$ cat config.mk
export PLATFORM = sky130hd
export DESIGN_NAME = gray_to_rgb565_expander_flat
export DESIGN_NICKNAME = d
export VERILOG_FILES = /design/src/rtl/gray_to_rgb565_expander_if.sv /design/src/rtl/gray_to_rgb565_expander.sv /design/src/flat_wrapper.sv
export SDC_FILE = /design/constraint.sdc
export NUM_CORES = 1
export LEC_CHECK = 0
export CAP_MARGIN = 15
export CORE_ASPECT_RATIO = 0.6
export CORE_MARGIN = 2
export CORE_UTILIZATION = 44
export CTS_BUF_LIST = sky130_fd_sc_hd__clkbuf_4
export DETAILED_ROUTE_END_ITERATION = 10
export MAX_ROUTING_LAYER = met4
export PLACE_DENSITY = 0.79
export SYNTH_ARGS = -nofsm -noshare
export SYNTH_HDL_FRONTEND = slang
export SYNTH_SLANG_ARGS = --single-unit
$ cat constraint.sdc
create_clock -name clock -period 2.2 [get_ports clock]
set_input_delay 0.66 -clock clock [delete_from_list [all_inputs] [get_ports clock]]
set_output_delay 0.66 -clock clock [all_outputs]
set_load 0.02 [all_outputs]
$ cat src/rtl/gray_to_rgb565_expander_if.sv
// Stream bundle between the grayscale buffer, the expander and the framebuffer writer.
// slave: the expander's view (consumes s*, produces m*); master: the surrounding environment.
interface gray_to_rgb565_expander_if;
  localparam int unsigned WORD_W = 32;

  logic [WORD_W-1:0] sWord;
  logic              sLast;
  logic              sValid;
  logic              sReady;
  logic [WORD_W-1:0] mWord;
  logic              mLast;
  logic              mValid;
  logic              mReady;

  modport slave (
    input  sWord, sLast, sValid, mReady,
    output sReady, mWord, mLast, mValid
  );

  modport master (
    output sWord, sLast, sValid, mReady,
    input  sReady, mWord, mLast, mValid
  );
endinterface

$ cat src/rtl/gray_to_rgb565_expander.sv
// Expands words of four 8-bit gray pixels into two words of two RGB565 pixels each.
// One input word yields two output words; the hold register keeps the input word
// until its second pair has been loaded into the output register.
module gray_to_rgb565_expander #(
  parameter bit          MSB_FIRST   = 1'b1,
  parameter int unsigned COUNT_WIDTH = 16
) (
  input  logic                   clock,
  input  logic                   nReset,
  input  logic                   clear,
  gray_to_rgb565_expander_if.slave bus,
  output logic [COUNT_WIDTH-1:0] pixelCount
);

  localparam int unsigned WORD_W = 32;
  localparam int unsigned GRAY_W = 8;
  localparam int unsigned PIX_N  = 4;

  typedef enum logic [1:0] {
    EMPTY = 2'd0,
    HALF0 = 2'd1,
    HALF1 = 2'd2
  } state_e;

  state_e                 state_q;
  logic [WORD_W-1:0]      hold_q;
  logic                   hold_last_q;
  logic [WORD_W-1:0]      mword_q;
  logic                   mlast_q;
  logic                   mvalid_q;
  logic [COUNT_WIDTH-1:0] count_q;
  logic [COUNT_WIDTH-1:0] count_d;
  logic                   wrap_q;

  logic                   advance_c;
  logic                   sready_c;
  logic                   in_xfer_c;
  logic                   out_xfer_c;
  logic [GRAY_W-1:0]      px_c [PIX_N];
  logic [WORD_W-1:0]      pair0_c;
  logic [WORD_W-1:0]      pair1_c;

  // Gray to RGB565 by truncation: R5 and B5 take the top five bits, G6 the top six.
  function automatic logic [15:0] gray_to_565(input logic [GRAY_W-1:0] g);
    return {g[7:3], g[7:2], g[7:3]};
  endfunction

  // Handshake qualifiers; sReady in HALF1 depends combinationally on mReady.
  always_comb begin
    advance_c  = !mvalid_q || bus.mReady;
    sready_c   = (state_q == EMPTY) || ((state_q == HALF1) && advance_c);
    in_xfer_c  = bus.sValid && sready_c;
    out_xfer_c = mvalid_q && bus.mReady;
  end

  // Unpack the held word into pixels 0..3 according to bus endianness.
  always_comb begin
    for (int k = 0; k < int'(PIX_N); k++) begin
      if (MSB_FIRST) begin
        px_c[k] = hold_q[(WORD_W-1) - GRAY_W*k -: GRAY_W];
      end else begin
        px_c[k] = hold_q[GRAY_W*k +: GRAY_W];
      end
    end
  end

  // Build both output pairs; the lower-numbered pixel goes to the high half on a big-endian bus.
  always_comb begin
    if (MSB_FIRST) begin
      pair0_c = {gray_to_565(px_c[0]), gray_to_565(px_c[1])};
      pair1_c = {gray_to_565(px_c[2]), gray_to_565(px_c[3])};
    end else begin
      pair0_c = {gray_to_565(px_c[1]), gray_to_565(px_c[0])};
      pair1_c = {gray_to_565(px_c[3]), gray_to_565(px_c[2])};
    end
  end

  // Pixel counter next value: restart one cycle after the frame's last transfer, +2 per transfer.
  always_comb begin
    count_d = wrap_q ? '0 : count_q;
    if (out_xfer_c) begin
      count_d = count_d + COUNT_WIDTH'(2);
    end
  end

  // Pixel counter and its frame-end restart flag.
  always_ff @(posedge clock or negedge nReset) begin
    if (!nReset) begin
      count_q <= '0;
      wrap_q  <= 1'b0;
    end else if (clear) begin
      count_q <= '0;
      wrap_q  <= 1'b0;
    end else begin
      count_q <= count_d;
      wrap_q  <= out_xfer_c && mlast_q;
    end
  end

  // Control FSM with registered output word, last flag and valid.
  always_ff @(posedge clock or negedge nReset) begin
    if (!nReset) begin
      state_q     <= EMPTY;
      hold_q      <= '0;
      hold_last_q <= 1'b0;
      mword_q     <= '0;
      mlast_q     <= 1'b0;
      mvalid_q    <= 1'b0;
    end else if (clear) begin
      state_q     <= EMPTY;
      hold_q      <= '0;
      hold_last_q <= 1'b0;
      mlast_q     <= 1'b0;
      mvalid_q    <= 1'b0;
    end else begin
      unique case (state_q)
        EMPTY: begin
          if (advance_c) begin
            mvalid_q <= 1'b0;
            mlast_q  <= 1'b0;
          end
          if (in_xfer_c) begin
            hold_q      <= bus.sWord;
            hold_last_q <= bus.sLast;
            state_q     <= HALF0;
          end
        end
        HALF0: begin
          if (advance_c) begin
            mword_q  <= pair0_c;
            mlast_q  <= 1'b0;
            mvalid_q <= 1'b1;
            state_q  <= HALF1;
          end
        end
        HALF1: begin
          if (advance_c) begin
            mword_q  <= pair1_c;
            mlast_q  <= hold_last_q;
            mvalid_q <= 1'b1;
            if (in_xfer_c) begin
              hold_q      <= bus.sWord;
              hold_last_q <= bus.sLast;
              state_q     <= HALF0;
            end else begin
              state_q <= EMPTY;
            end
          end
        end
        default: begin
          state_q <= EMPTY;
        end
      endcase
    end
  end

  assign bus.sReady = sready_c;
  assign bus.mWord  = mword_q;
  assign bus.mLast  = mlast_q;
  assign bus.mValid = mvalid_q;
  assign pixelCount = count_q;

endmodule

$ cat src/flat_wrapper.sv
// flat-port wrapper written by rule: the top's interface ports become plain ports
module gray_to_rgb565_expander_flat 
#(
  parameter bit          MSB_FIRST   = 1'b1,
  parameter int unsigned COUNT_WIDTH = 16
)
  (clock, nReset, clear, pixelCount, bus_sWord, bus_sLast, bus_sValid, bus_mReady, bus_sReady, bus_mWord, bus_mLast, bus_mValid);
  gray_to_rgb565_expander_if bus_i ();
  input  logic clock;
  input  logic nReset;
  input  logic clear;
  output logic [COUNT_WIDTH-1:0] pixelCount;
  input wire logic [$bits(bus_i.sWord)-1:0] bus_sWord;
  input wire logic [$bits(bus_i.sLast)-1:0] bus_sLast;
  input wire logic [$bits(bus_i.sValid)-1:0] bus_sValid;
  input wire logic [$bits(bus_i.mReady)-1:0] bus_mReady;
  output wire logic [$bits(bus_i.sReady)-1:0] bus_sReady;
  output wire logic [$bits(bus_i.mWord)-1:0] bus_mWord;
  output wire logic [$bits(bus_i.mLast)-1:0] bus_mLast;
  output wire logic [$bits(bus_i.mValid)-1:0] bus_mValid;
  assign bus_i.sWord = bus_sWord;
  assign bus_i.sLast = bus_sLast;
  assign bus_i.sValid = bus_sValid;
  assign bus_i.mReady = bus_mReady;
  assign bus_sReady = bus_i.sReady;
  assign bus_mWord = bus_i.mWord;
  assign bus_mLast = bus_i.mLast;
  assign bus_mValid = bus_i.mValid;
  gray_to_rgb565_expander #(.MSB_FIRST(MSB_FIRST), .COUNT_WIDTH(COUNT_WIDTH)) u_core (.clock(clock), .nReset(nReset), .clear(clear), .bus(bus_i), .pixelCount(pixelCount));
endmodule
==> flow_metrics.env, run 1 <==
export IMPL_grt_max_degree=31
export IMPL_start_util_pct=46.8
export IMPL_path_buf_inv=1
export IMPL_synth_distinct_cells=40
export IMPL_slew_headroom_pct=63.4
export IMPL_reg2regPathDepth=8
export IMPL_dr_pass1_iters=4
export IMPL_status="completed"
export IMPL_clkTransAtPathRegs_ns=0.11
export IMPL_critPathKind="reg -> out"
export IMPL_p_switching_uw=1720
export IMPL_die_w_um=109
export IMPL_post_drt_wl_per_cell_um=15.4
export IMPL_end_kind="output port"
export IMPL_p_leak_uw=0.00177
export IMPL_clock_path_buffers=2
export IMPL_hold_class="in -> async"
export IMPL_cts_buffers=9
export IMPL_nFillCells=513
export IMPL_ys_async_sr_fraction_pct=100
export IMPL_syn_nets=329
export IMPL_synthFlopType="dfrtp_1"
export IMPL_crit_slowest_cell="clkdlybuf4s50_1"
export IMPL_finalWirelength_um=6990
export IMPL_finalPower_uw=4700
export IMPL_area_delta_synth_final_pct=36.7
export IMPL_place_gp_congestion=0.773
export IMPL_worst_pin_slew_ns=0.548
export IMPL_finalHoldViolCount=0
export IMPL_ys_warn_count=0
export IMPL_cts_root_buf="clkbuf_4"
export IMPL_syn_area_um2=2940
export IMPL_drt_iter0_drc=124
export IMPL_combPwrFrac_pct=48.1
export IMPL_pin_count=89
export IMPL_holdBufCountCts=0
export IMPL_worstPathRequired_ns=1.54
export IMPL_seq_power_share_pct=31.2
export IMPL_drive_above_1_share_pct=13.5
export IMPL_fin_area_um2=4010
export IMPL_via_per_inst=5.05
export IMPL_min_period_ns=2.14
export IMPL_p_clk_share_pct=20.7
export IMPL_drc=0
export IMPL_crit_path_max_fanout=3
export IMPL_syn_inst=285
export IMPL_vias=2293
export IMPL_track_usage_pct=21.1
export IMPL_clkLatencyLatePin_ns=0.40
export IMPL_grt_pass1_wl_um=11200
export IMPL_syn_area_per_cell_um2=10.3
export IMPL_p_per_area_nw_per_um2=1170
export IMPL_r2r_start="u_core.state_q[1]$_DFFE_PN0P_"
export IMPL_max_freq_mhz=467
export IMPL_synth_edf_count=0
export IMPL_cts_tree="done"
export IMPL_grt_ovfl_total=0
export IMPL_max_cap_violations=0
export IMPL_num_nets_final=409
export IMPL_antenna_found_initial=0
export IMPL_utilization_pct=64.0
export IMPL_clock_sinks=57
export IMPL_htreeDepth=3
export IMPL_internal_power_uw=2980
export IMPL_cp_cell_sequence="clkdlybuf4s50_1"
export IMPL_insertedDiodeCount=0
export IMPL_rsz0062_at_grt="false"
export IMPL_core_area_um2=6280
export IMPL_maxSlewViolCount=0
export IMPL_ys_ff_latch=57
export IMPL_critPathLaunchType="register"
export IMPL_place_area_um2=3800
export IMPL_hpwl_um=4950
export IMPL_finalCritPeriodShare_pct=97.3
export IMPL_grt_pass1_vias=2261
export IMPL_fp_dieArea_um2=7360
export IMPL_setup_viol=0
export IMPL_io_buffers=79
export IMPL_rr_endpoint="u_core.hold_q[31]$_DFFE_PN0P_"
export IMPL_p_sw_share_pct=36.6
export IMPL_die_y_um=67.3
export IMPL_row_count=22
export IMPL_cp_arrival_ns=1.48
export IMPL_yosysSeqAreaShare_pct=48.6
export IMPL_max_vdd_ir_drop_uv=684
export IMPL_final_antenna_net_count=0
export IMPL_worst_path_largest_cell_delay_ns=0.64
export IMPL_crit_family="buffers and inverters"
export IMPL_rrSetupSlack_ns=0.20
export IMPL_clock_skew_ns=0.0163
[flip-flops by register name (all words and copies together) (netlist names)]
name,cells
u_core.hold_q,24
u_core.pixelCount,15
u_core.bus.mWord,12
u_core.state_q,2
u_core.bus.mLast,1
u_core.bus.mValid,1
u_core.hold_last_q,1
u_core.wrap_q,1
[worst max path at each step]
stage                     cells past startpoint                      startpoint                       endpoint
after detailed placement                      4                      bus_mReady                     bus_sReady
final                                         1    u_core.bus.mLast$_DFFE_PN0P_                      bus_mLast
after CTS                                     1    u_core.bus.mLast$_DFFE_PN0P_                      bus_mLast
after global routing                          1  u_core.pixelCount[9]$_DFF_PN0_                  pixelCount[9]
after global placement                        4                      bus_mReady                     bus_sReady
after floorplan                               7   u_core.state_q[0]$_DFFE_PN0P_  u_core.hold_q[10]$_DFFE_PN0P_
[metrics by stage]
step	cells	hold WS [ns]	setup slack, ns	TNS [ns]
final	454	0.229	0.0597	0
after global routing	454	0.232	0.000347	0
after CTS	453	0.225	0.0142	0
after detailed placement	436	0.511	-0.485	-8.02
after global placement	436	0.501	-0.476	-6.60
after floorplan	285	0.364	0.100	0
[layout make-up]
type | count | area, um2 | area share [%]
clock buffers | 10 | 75.1 | 1.87
clock inverters | 6 | 106 | 2.65
inverters | 5 | 18.8 | 0.468
multi-input cells | 188 | 1250 | 31.1
flip-flops and latches | 57 | 1430 | 35.5
well taps | 84 | 105 | 2.62
repair buffers | 104 | 1030 | 25.7
[cell usage in the layout, fill, tap and decap left out, drive strengths merged, types with 4 or more instances in the layout]
master,instances
a21oi,20
buf,26
clkbuf,11
clkdlybuf4s50,70
dfrtp,57
dlygate4sd2,4
ha,6
inv,5
mux2i,38
nand2,7
nand2b,5
nand3,10
nor2,52
nor2b,6
nor3,4
nor4,4
xnor2,7
[synth_stat cells, drive strengths merged (2+ instances only)]
cell / count / area (um2)
nand3b: 2 / 15.0
a21o: 2 / 15.0
xor2: 2 / 17.5
buf: 27 / 215
nor3: 4 / 20.0
nand2: 7 / 26.3
nand2b: 5 / 31.3
clkbuf: 8 / 30.0
mux2i: 38 / 380
mux2: 2 / 22.5
nand3: 10 / 50.1
inv: 5 / 18.8
nor2b: 6 / 45.0
ha: 6 / 75.1
o21ai: 3 / 15.0
or3: 2 / 12.5
nor4: 4 / 25.0
a21oi: 20 / 100
nor2: 52 / 195
and4: 2 / 17.5
xnor2: 7 / 61.3
nand4: 2 / 12.5
dfrtp: 57 / 1430
[power groups by stage]
stage	combinational [uW]	clock [uW]	sequential (uW)
floorplan	1340	0	1630
global placement	2170	0	1470
detailed placement	2210	0	1490
global route	2420	1050	1500
CTS	2230	996	1470
finish	2260	971	1470
[per-layer routing]
| layer | track usage, % | part of all wire (%) | up-vias |
|---|---|---|---|
| met4 | 6.65 | 0.84 | 0 |
| met5 | - | 0 | - |
| met1 | 28.2 | 49 | 1116 |
| met3 | 6.76 | 6.2 | 4 |
| met2 | 30.6 | 44 | 67 |
| li1 | - | - | 1106 |
[cells by family (layout without fill, tap and decap cells)]
group           after synthesis  count (layout)  share of synthesized area [%]
simple gates                102             102                           16.8
xor+xnor                      9               9                           2.69
other cells                   1               1                          0.128
mux                          40              40                           13.7
fa+ha+maj                     6               6                           2.56
buf+inv                      40             125                           8.99
flops                        57              57                           48.6
compound gates               30              30                           6.48
[repair_timing]
item | CTS | global route
pin swaps | 1 | 1
cloned | 0 | 1
resized for setup | 10 | 3
setup endpoints to repair | 4 | 4
buffers inserted | 1 | 0
Note: power is estimated with default switching activity, not from simulation.
==> run 2, diff against run 1 <==
==> constraint.sdc (replaced) <==
create_clock -name clock -period 2.2 [get_ports clock]
set_input_delay 0.66 -clock clock [delete_from_list [all_inputs] [get_ports clock]]
set_output_delay 0.66 -clock clock [all_outputs]
set_load 0.05 [all_outputs]
==> run 2 against run 1 <==
Flip-flop and latch count did not move. Largest power group unchanged. Combinational power rose by 28%. Clock skew rose by 0.0020 ns. Critical path type unchanged. Clock-buffer cell count did not move. Non-clock buffer count did not move. First-iteration DRC count rose by 55%. Total power rose by 11%. Sequential share of layout area rose by 0.83 points. Worst setup slack improved by 0.0024 ns. Sequential power barely moved. Register-to-register slack got worse by 0.02 ns.
==> flow_metrics.env, run 2 (synthesis gave the netlist of run 1 again) <==
export IMPL_worstPathRequired_ns=1.54
export IMPL_finalCritPeriodShare_pct=97.2
export IMPL_cp_cell_sequence="inv_2 -> ha_4 -> a21o_4 -> buf_8"
export IMPL_max_cap_violations=0
export IMPL_status="completed"
export IMPL_grt_max_degree=35
export IMPL_clock_skew_ns=0.0183
export IMPL_io_buffers=79
export IMPL_fin_area_um2=3920
export IMPL_crit_path_max_fanout=5
export IMPL_die_w_um=109
export IMPL_pin_count=89
export IMPL_hold_class="in -> async"
export IMPL_clock_sinks=57
export IMPL_worst_pin_slew_ns=0.600
export IMPL_vias=2341
export IMPL_finalHoldViolCount=0
export IMPL_p_leak_uw=0.00177
export IMPL_grt_ovfl_total=0
export IMPL_min_period_ns=2.14
export IMPL_cp_arrival_ns=1.48
export IMPL_drt_iter0_drc=192
export IMPL_critPathLaunchType="register"
export IMPL_p_per_area_nw_per_um2=1330
export IMPL_largest_register="u_core.hold_q"
export IMPL_clkTransAtPathRegs_ns=0.11
export IMPL_place_gp_congestion=0.810
export IMPL_cts_tree="done"
export IMPL_insertedDiodeCount=0
export IMPL_hpwl_um=4920
export IMPL_max_freq_mhz=468
export IMPL_crit_slowest_cell="dfrtp_1"
export IMPL_drive_above_1_share_pct=20.3
export IMPL_grt_pass1_wl_um=11200
export IMPL_crit_family="flip-flops"
export IMPL_post_drt_wl_per_cell_um=15.4
export IMPL_setup_viol=0
export IMPL_holdBufCountCts=0
export IMPL_nFillCells=520
export IMPL_cts_buffers=9
export IMPL_slew_headroom_pct=60.0
export IMPL_finalWirelength_um=6970
export IMPL_clkLatencyLatePin_ns=0.41
export IMPL_p_sw_share_pct=48.0
export IMPL_final_antenna_net_count=0
export IMPL_clock_path_buffers=2
export IMPL_p_switching_uw=2500
export IMPL_internal_power_uw=2710
export IMPL_htreeDepth=3
export IMPL_seq_power_share_pct=28.1
export IMPL_path_buf_inv=2
export IMPL_area_delta_synth_final_pct=33.6
export IMPL_layout_commonest_cell="dfrtp_1"
export IMPL_track_usage_pct=20.8
export IMPL_num_nets_final=409
export IMPL_place_area_um2=3730
export IMPL_via_per_inst=5.16
export IMPL_antenna_found_initial=0
export IMPL_fp_dieArea_um2=7360
export IMPL_largest_reg_flops=24
export IMPL_start_util_pct=46.8
export IMPL_grt_pass1_vias=2266
export IMPL_row_count=22
export IMPL_worst_path_largest_cell_delay_ns=0.45
export IMPL_dr_pass1_iters=5
export IMPL_final_cell_mix="dfrtp_1, nor2_1, buf_4"
export IMPL_core_area_um2=6280
export IMPL_die_y_um=67.3
export IMPL_p_clk_share_pct=16.5
export IMPL_utilization_pct=62.5
export IMPL_maxSlewViolCount=0
export IMPL_end_kind="output port"
export IMPL_max_vdd_ir_drop_uv=785
export IMPL_critPathKind="reg -> out"
export IMPL_combPwrFrac_pct=55.4
export IMPL_drc=0
export IMPL_cts_root_buf="clkbuf_4"
[run 2: cell count changes in the layout (fill, tap and decap cells not counted), moves of 2 or more]
cell	delta
clkdlybuf4s50_1	-43
dlygate4sd2_1	+24
buf_4	+21
dlymetal6s2s_1	-3
ha_1	-2
ha_4	+2
inv_1	-2
inv_2	+2
[run 2: path summary, 6_finish.rpt]
| path | startpoint | endpoint | slack [ns] | cells past startpoint |
|---|---|---|---|---|
| max | u_core.state_q[1]$_DFFE_PN0P_ | bus_sReady | 0.06 | 4 |
| min | nReset | u_core.bus.mValid$_DFFE_PN0P_ | 0.24 | 1 |
| max reg2reg | u_core.wrap_q$_DFF_PN0_ | u_core.pixelCount[13]$_DFF_PN0_ | 0.18 | 6 |
| min reg2reg | u_core.hold_q[12]$_DFFE_PN0P_ | u_core.hold_q[12]$_DFFE_PN0P_ | 0.53 | 2 |
| max in group asynchronous | nReset | u_core.hold_q[7]$_DFFE_PN0P_ | 1.34 | 2 |
| min in group clock | u_core.hold_q[12]$_DFFE_PN0P_ | u_core.hold_q[12]$_DFFE_PN0P_ | 0.53 | 2 |
[run 2: power by group through the flow]
stage	sequential, uW	combinational [uW]	clock, uW
floorplan	1920	1820	0
global placement	1470	2900	0
detailed placement	1490	2940	0
CTS	1460	2810	874
global route	1500	3060	922
finish	1460	2890	860
[run 2: cell type report]
type / count / area, um2 / share of cell area, %
sequential: 57 / 1430 / 36.4
clock inverter: 6 / 82.6 / 2.11
timing repair buffer: 104 / 932 / 23.8
multi-input combinational: 188 / 1280 / 32.7
inverter: 5 / 18.8 / 0.478
clock buffer: 10 / 75.1 / 1.91
tap: 84 / 105 / 2.68
[run 2: stage by stage]
stage	TNS (ns)	hold WS [ns]	power (uW)	setup slack, ns	std cells
floorplan	0	0.364	3740	0.0312	285
global placement	-5.06	0.502	4380	-0.208	435
detailed placement	-6.00	0.510	4430	-0.221	435
CTS	-0.0834	0.243	5140	-0.0834	451
global route	-0.00315	0.268	5480	-0.00315	454
finish	0	0.243	5210	0.0621	454
[run 2: routing by layer]
metal / GRT usage (%) / share of wire (%)
met5: - / 0
met4: 5.70 / 1.4
met3: 5.12 / 6.7
met2: 30.2 / 42
met1: 29.1 / 49
[run 2: what timing repair did]
item / 4_1_cts / 5_1_grt
endpoints found under the setup margin: 29 / 1
gates resized for setup: 32 / 8
pin swaps: 0 / 2
cloned: 0 / 0
setup buffers: 0 / 4
